File: config.mk
export PLATFORM = sky130hd
export DESIGN_NAME = ecc_operand_feeder
export DESIGN_NICKNAME = d
export VERILOG_FILES = /design/src/rtl/ecc_operand_feeder_pkg.sv /design/src/rtl/ecc_operand_feeder_piso.sv /design/src/rtl/ecc_operand_feeder.sv
export SDC_FILE = /design/constraint.sdc
export NUM_CORES = 2
export LEC_CHECK = 0
export CORE_MARGIN = 2
export CORE_UTILIZATION = 35
export CTS_CLUSTER_DIAMETER = 40
export CTS_CLUSTER_SIZE = 30
export DETAILED_ROUTE_END_ITERATION = 10
export HOLD_SLACK_MARGIN = 0.15
export PLACE_DENSITY = 0.69
export SLEW_MARGIN = 20
export SYNTH_ARGS = -nofsm -noshare
export SYNTH_HDL_FRONTEND = slang
export SYNTH_HIERARCHICAL = 1
export SYNTH_SLANG_ARGS = --single-unit
File: constraint.sdc
create_clock -name clk -period 3.52 [get_ports clk]
set_input_delay 0.704 -clock clk [delete_from_list [all_inputs] [get_ports clk]]
set_output_delay 0.704 -clock clk [all_outputs]
set_load 0.01 [all_outputs]
File: src/rtl/ecc_operand_feeder_pkg.sv
// Shared ECC definitions: operand width codes and width helpers used by the
// operand feeder and the core wrapper.
package ecc_operand_feeder_pkg;

  localparam int ECC_MAX_BITS = 128;

  typedef enum logic [1:0] {
    BITS16  = 2'b00,
    BITS32  = 2'b01,
    BITS64  = 2'b10,
    BITS128 = 2'b11
  } ecc_mode_e;

  function automatic int width_from_mode(input logic [1:0] mode);
    case (mode)
      BITS16:  return 16;
      BITS32:  return 32;
      BITS64:  return 64;
      default: return 128;
    endcase
  endfunction

  // Index of the first serialized bit, clamped to the physical lane width.
  function automatic int last_idx(input logic [1:0] mode, input int max_bits);
    int w;
    w = width_from_mode(mode);
    if (w > max_bits) w = max_bits;
    return w - 1;
  endfunction

endpackage

File: src/rtl/ecc_operand_feeder_piso.sv
// One serializer lane: parallel load, emits bit W-1 of the current contents,
// shifts left so the next lower bit moves into the emitted position.
module ecc_piso_lane
  import ecc_operand_feeder_pkg::*;
#(
  parameter int MAX_BITS = ECC_MAX_BITS
) (
  input  logic                clk,
  input  logic                rst,
  input  logic                load,
  input  logic                clr,
  input  logic                shift,
  input  logic [1:0]          mode,
  input  logic [MAX_BITS-1:0] din,
  output logic                msb
);

  localparam int SW = $clog2(MAX_BITS);

  logic [MAX_BITS-1:0] sr;
  logic [SW-1:0]       sel;

  assign sel = SW'(last_idx(mode, MAX_BITS));
  assign msb = sr[sel];

  always_ff @(posedge clk) begin
    if (rst || clr)  sr <= '0;
    else if (load)   sr <= din;
    else if (shift)  sr <= sr << 1;
  end

endmodule

File: src/rtl/ecc_operand_feeder.sv
// Serializes one mP job (mode header + five operands) followed by an nP point
// frame, all MSB-first, with registered outputs that idle low between frames.
module ecc_operand_feeder
  import ecc_operand_feeder_pkg::*;
#(
  parameter int MAX_BITS = ECC_MAX_BITS,
  parameter int NP_GAP   = 1
) (
  input  logic                clk,
  input  logic                rst,
  input  logic                cmd_valid,
  output logic                cmd_ready,
  input  logic [1:0]          cmd_mode,
  input  logic [MAX_BITS-1:0] cmd_a,
  input  logic [MAX_BITS-1:0] cmd_prime,
  input  logic [MAX_BITS-1:0] cmd_Px,
  input  logic [MAX_BITS-1:0] cmd_Py,
  input  logic [MAX_BITS-1:0] cmd_m,
  input  logic                np_valid,
  output logic                np_ready,
  input  logic [MAX_BITS-1:0] np_x,
  input  logic [MAX_BITS-1:0] np_y,
  output logic                o_m_P_valid,
  output logic                o_mode,
  output logic                o_a,
  output logic                o_prime,
  output logic                o_Px,
  output logic                o_Py,
  output logic                o_m,
  output logic                o_nP_valid,
  output logic                o_nPx,
  output logic                o_nPy
);

  localparam int CW    = $clog2(MAX_BITS);
  localparam int LANES = 7;
  localparam int L_A = 0, L_PRIME = 1, L_PX = 2, L_PY = 3, L_M = 4, L_NPX = 5, L_NPY = 6;
  localparam logic [CW-1:0] GAP_LAST = CW'(NP_GAP - 1);

  typedef enum logic [2:0] {
    IDLE, HDR, MODE, MP_DATA, GAP, WAIT_NP, NP_HDR, NP_DATA
  } state_e;

  state_e        state, state_nxt;
  logic [CW-1:0] cnt, cnt_nxt;
  logic [CW-1:0] w_last;
  logic [1:0]    mode_q;
  logic          np_full;
  logic          cmd_acc, np_acc, np_hit;
  logic          mp_shift, np_shift, np_clr;

  logic [LANES-1:0][MAX_BITS-1:0] lane_din;
  logic [LANES-1:0]               lane_load, lane_shift, lane_clr, lane_bit;

  assign cmd_acc  = cmd_valid & cmd_ready;
  assign np_ready = (state != IDLE) && !np_full;
  assign np_acc   = np_valid & np_ready;
  assign np_hit   = np_full | np_acc;
  assign w_last   = CW'(last_idx(mode_q, MAX_BITS));

  assign mp_shift = (state == MP_DATA);
  assign np_shift = (state == NP_DATA);
  assign np_clr   = np_shift && (cnt == '0);

  assign lane_din[L_A]     = cmd_a;
  assign lane_din[L_PRIME] = cmd_prime;
  assign lane_din[L_PX]    = cmd_Px;
  assign lane_din[L_PY]    = cmd_Py;
  assign lane_din[L_M]     = cmd_m;
  assign lane_din[L_NPX]   = np_x;
  assign lane_din[L_NPY]   = np_y;

  assign lane_load  = {{2{np_acc}},   {5{cmd_acc}}};
  assign lane_shift = {{2{np_shift}}, {5{mp_shift}}};
  assign lane_clr   = {{2{np_clr}},   5'b0};

  for (genvar i = 0; i < LANES; i++) begin : g_lane
    ecc_piso_lane #(.MAX_BITS(MAX_BITS)) u_lane (
      .clk   (clk),
      .rst   (rst),
      .load  (lane_load[i]),
      .clr   (lane_clr[i]),
      .shift (lane_shift[i]),
      .mode  (mode_q),
      .din   (lane_din[i]),
      .msb   (lane_bit[i])
    );
  end

  // The counter saturates at 0 on every terminal phase instead of wrapping.
  always_comb begin
    state_nxt = state;
    cnt_nxt   = cnt;
    unique case (state)
      IDLE:    if (cmd_acc) state_nxt = HDR;
      HDR: begin
        state_nxt = MODE;
        cnt_nxt   = CW'(1);
      end
      MODE:
        if (cnt == '0) begin
          state_nxt = MP_DATA;
          cnt_nxt   = w_last;
        end else cnt_nxt = cnt - CW'(1);
      MP_DATA:
        if (cnt == '0) begin
          state_nxt = GAP;
          cnt_nxt   = GAP_LAST;
        end else cnt_nxt = cnt - CW'(1);
      GAP:
        if (cnt == '0) state_nxt = np_hit ? NP_HDR : WAIT_NP;
        else           cnt_nxt   = cnt - CW'(1);
      WAIT_NP: if (np_hit) state_nxt = NP_HDR;
      NP_HDR: begin
        state_nxt = NP_DATA;
        cnt_nxt   = w_last;
      end
      NP_DATA:
        if (cnt == '0) state_nxt = IDLE;
        else           cnt_nxt   = cnt - CW'(1);
      default: state_nxt = IDLE;
    endcase
  end

  always_ff @(posedge clk) begin
    if (rst) begin
      state       <= IDLE;
      cnt         <= '0;
      mode_q      <= '0;
      np_full     <= 1'b0;
      cmd_ready   <= 1'b1;
      o_m_P_valid <= 1'b0;
      o_mode      <= 1'b0;
      o_a         <= 1'b0;
      o_prime     <= 1'b0;
      o_Px        <= 1'b0;
      o_Py        <= 1'b0;
      o_m         <= 1'b0;
      o_nP_valid  <= 1'b0;
      o_nPx       <= 1'b0;
      o_nPy       <= 1'b0;
    end else begin
      state <= state_nxt;
      cnt   <= cnt_nxt;
      // Ready rises one cycle after the job ends, so the IDLE entry cycle is quiet.
      cmd_ready <= (state == IDLE) && !cmd_acc;
      if (cmd_acc) mode_q <= cmd_mode;
      if (np_acc)      np_full <= 1'b1;
      else if (np_clr) np_full <= 1'b0;
      o_m_P_valid <= (state == HDR);
      o_mode      <= (state == MODE) && mode_q[cnt[0]];
      o_a         <= mp_shift && lane_bit[L_A];
      o_prime     <= mp_shift && lane_bit[L_PRIME];
      o_Px        <= mp_shift && lane_bit[L_PX];
      o_Py        <= mp_shift && lane_bit[L_PY];
      o_m         <= mp_shift && lane_bit[L_M];
      o_nP_valid  <= (state == NP_HDR);
      o_nPx       <= np_shift && lane_bit[L_NPX];
      o_nPy       <= np_shift && lane_bit[L_NPY];
    end
  end

endmodule

==> impl_metrics.json <==
{
  "hpwl_mm": 91.9,
  "fillers": 11782,
  "ys_seq_area_share_pct": 40.9,
  "hold_violations": 0,
  "wl_per_cell_um": 20.0,
  "vias": 34007,
  "die_h_um": 363,
  "netlist_top_cells_area": "dfxtp_1 41%, mux2i_1 20%, a211oi_1 13%",
  "ys_warn_count": 6,
  "cts_tree": "built",
  "cap_violations": 0,
  "dpl_cell_area_um2": 53700,
  "start_util_pct": 35.3,
  "area_growth_pct": 30.9,
  "num_rows": 131,
  "grt_first_pass_wirelength_mm": 201,
  "leakagePower_uw": 0.0185,
  "final_nets": 5799,
  "drive_above_1_share_pct": 10.0,
  "die-area_um2": 131000,
  "numClockSinks": 920,
  "layout_commonest_cell": "dfxtp_1",
  "relSlewSlack_pct": 37.9,
  "r2r_end": "g_lane[6].u_lane/sr[36]",
  "setup-tns-final_ps": 0,
  "syn_area_um2": 45000,
  "postCtsResizedCells": 0,
  "syn_area_per_cell_um2": 10.8,
  "path_class": "flop to output pin",
  "fin_crit_sh_pct": 90.4,
  "rr_worst_depth": 5,
  "clockBufferDepth": 3,
  "overflow": 0,
  "peakVddDrop_mv": 0.445,
  "hold_path_class": "flop to flop",
  "final_area_um2": 58900,
  "track_usage_pct": 19.4,
  "crit_fanout": 19,
  "crit_required_ps": 2820,
  "p_per_area_nw_per_um2": 598,
  "synth.distinct_cells": 58,
  "ys_ff_latch": 920,
  "antenna_found_initial": 63,
  "setup_viol": 0,
  "via_per_inst": 5.07,
  "placed_cells": 6412,
  "pwr-share-comb_pct": 21.4,
  "drt_iter0_drc": 2035,
  "p_int_uw": 25200,
  "skew_ps": 26.5,
  "r2r_start": "state[0]",
  "maxSlewViolCount": 0,
  "pwr-share-seq_pct": 36.4,
  "grt_max_degree": 137,
  "slowest_stage": "dfxtp_1",
  "layout_common_cells": "918 x dfxtp_1, 912 x clkdlybuf4s50_1, 890 x mux2i_1, 879 x nor2b_1, 757 x a211oi_1",
  "path_delay_family": "flip-flops",
  "cts_setup_buffers": 0,
  "cp_num_cells": 3,
  "path_cells": "nor3_1 -> nor2_1 -> clkdlybuf4s50_1",
  "clock.fmax_ghz": 0.314,
  "die_w_um": 363,
  "ant_nets": 0,
  "crit_start": "state[0]",
  "whs_ps": 502,
  "cp_slowest_stage_delay_ps": 720,
  "endpoint_kind": "output pin",
  "outcome": "completed",
  "boundaryPins": 914,
  "crit_path_end": "np_ready",
  "htree_levels": 4,
  "synth_largest_area_cell": "dfxtp_1",
  "cts.clk_slew.worst_paths_ps": 50,
  "final_cells": 6702,
  "rsz0062_at_grt": "false",
  "arrival_ps": 2480,
  "drc_errors": 0,
  "synth_edf_count": 0,
  "swShare_pct": 28.6,
  "power.share.clock_pct": 42.2,
  "numCtsBuffers": 143,
  "async_flop_share_pct": 0,
  "worstSetupStartpointType": "flop",
  "yosysTopAreaCellShare_pct": 40.9,
  "io_buffers": 913,
  "ys_dominant_reg_cell": "dfxtp_1",
  "wirelength_mm": 134,
  "r2r_slack_ps": 780,
  "crit_buf_inv": 1,
  "synthCells": 4162,
  "cts_root_buffer": "clkbuf_16",
  "power_switching_uw": 10100,
  "coreArea_um2": 128000,
  "first_pass_iters": 5,
  "place.gp.congestion": 0.821,
  "clock_latency_ps": 740,
  "fin_crit_ps": 3180,
  "grt_pass1_vias": 34677,
  "hold_buffers": 0,
  "worst_slew_pin_slew_ps": 932
}
## synthesized netlist by cell type (all sizes together), types with 8 or more instances
cell	number
inv	13
mux2i	890
nor2b	879
a211oi	890
buf	241
clkbuf	158
o21ai	14
dfxtp	920
and2b	15
a21oi	20
nor2	15
nand2	23
or3b	8
## worst min-delay path: stages, from the launching register on
cell,delay [ps]
dfxtp_1,310
o21ai_0,70
a21oi_1,60
## power by group through the flow
stage                     clock network (µW)  registers (µW)  logic [µW]
after CTS                              15200           12800        7560
after global routing                   15600           13000        8200
after floorplan                            0           12700        5720
after global placement                     0           13000        7380
after detailed placement                   0           13000        7490
final                                  14900           12800        7530
## how the worst min path moves through the flow
stage               startpoint                     end  slack [ps]  cells after the start
CTS                    np_y[0]  g_lane[6].u_lane/sr[0]         460                      3
floorplan              np_full                 np_full         460                      2
global route          cmd_m[0]  g_lane[4].u_lane/sr[0]         510                      3
global placement       np_full                 np_full         490                      2
detailed placement     np_full                 np_full         490                      2
finish                 np_full                 np_full         500                      2
## logic make-up after synthesis
| family | Yosys count | share of synthesized area [%] |
|---|---|---|
| mux | 897 | 20.1 |
| compound gates | 949 | 17.2 |
| flops | 920 | 40.9 |
| xor+xnor | 3 | 0.0584 |
| simple gates | 977 | 13.5 |
| fa+ha+maj | 3 | 0.0778 |
| buf+inv | 412 | 8.09 |
| other cells | 1 | 0.00833 |
## layout make-up
cell class	count	area (µm²)	share of cell area, %
diodes	36	90.1	0.153
clock buffers	164	3820	6.49
clock inverters	90	1260	2.14
inverters	13	86.3	0.147
multi-input cells	2834	23000	39.0
flip-flops and latches	920	18400	31.3
well taps	1662	2080	3.53
repair buffers	983	10100	17.2
## layer usage
| layer | up-vias | global-route usage (%) | wire length (µm) |
|---|---|---|---|
| li1 | 16704 | - | - |
| met1 | 16117 | 23.3 | 56700 |
| met2 | 851 | 31.6 | 63000 |
| met3 | 283 | 6.09 | 8820 |
| met4 | 52 | 8.84 | 4930 |
| met5 | - | 0 | 325 |
## per-stage QoR
stage / utilization (%) / total power (µW) / worst slack, ps
3_5_place_dp: 42.1 / 20500 / 660
3_3_place_gp: 42.1 / 20400 / 675
6_report: 46.2 / 35200 / 338
5_1_grt: 46.2 / 36800 / 141
2_1_floorplan: - / 18400 / 1060
4_1_cts: 46.1 / 35500 / 275
## registers in the layout (all words and copies together), names as in the netlist, 2 cells and up
signal,flops
state,3
g_lane.u_lane/sr,896
mode_q,2
cnt,7
(Power assumes the default switching activity.)
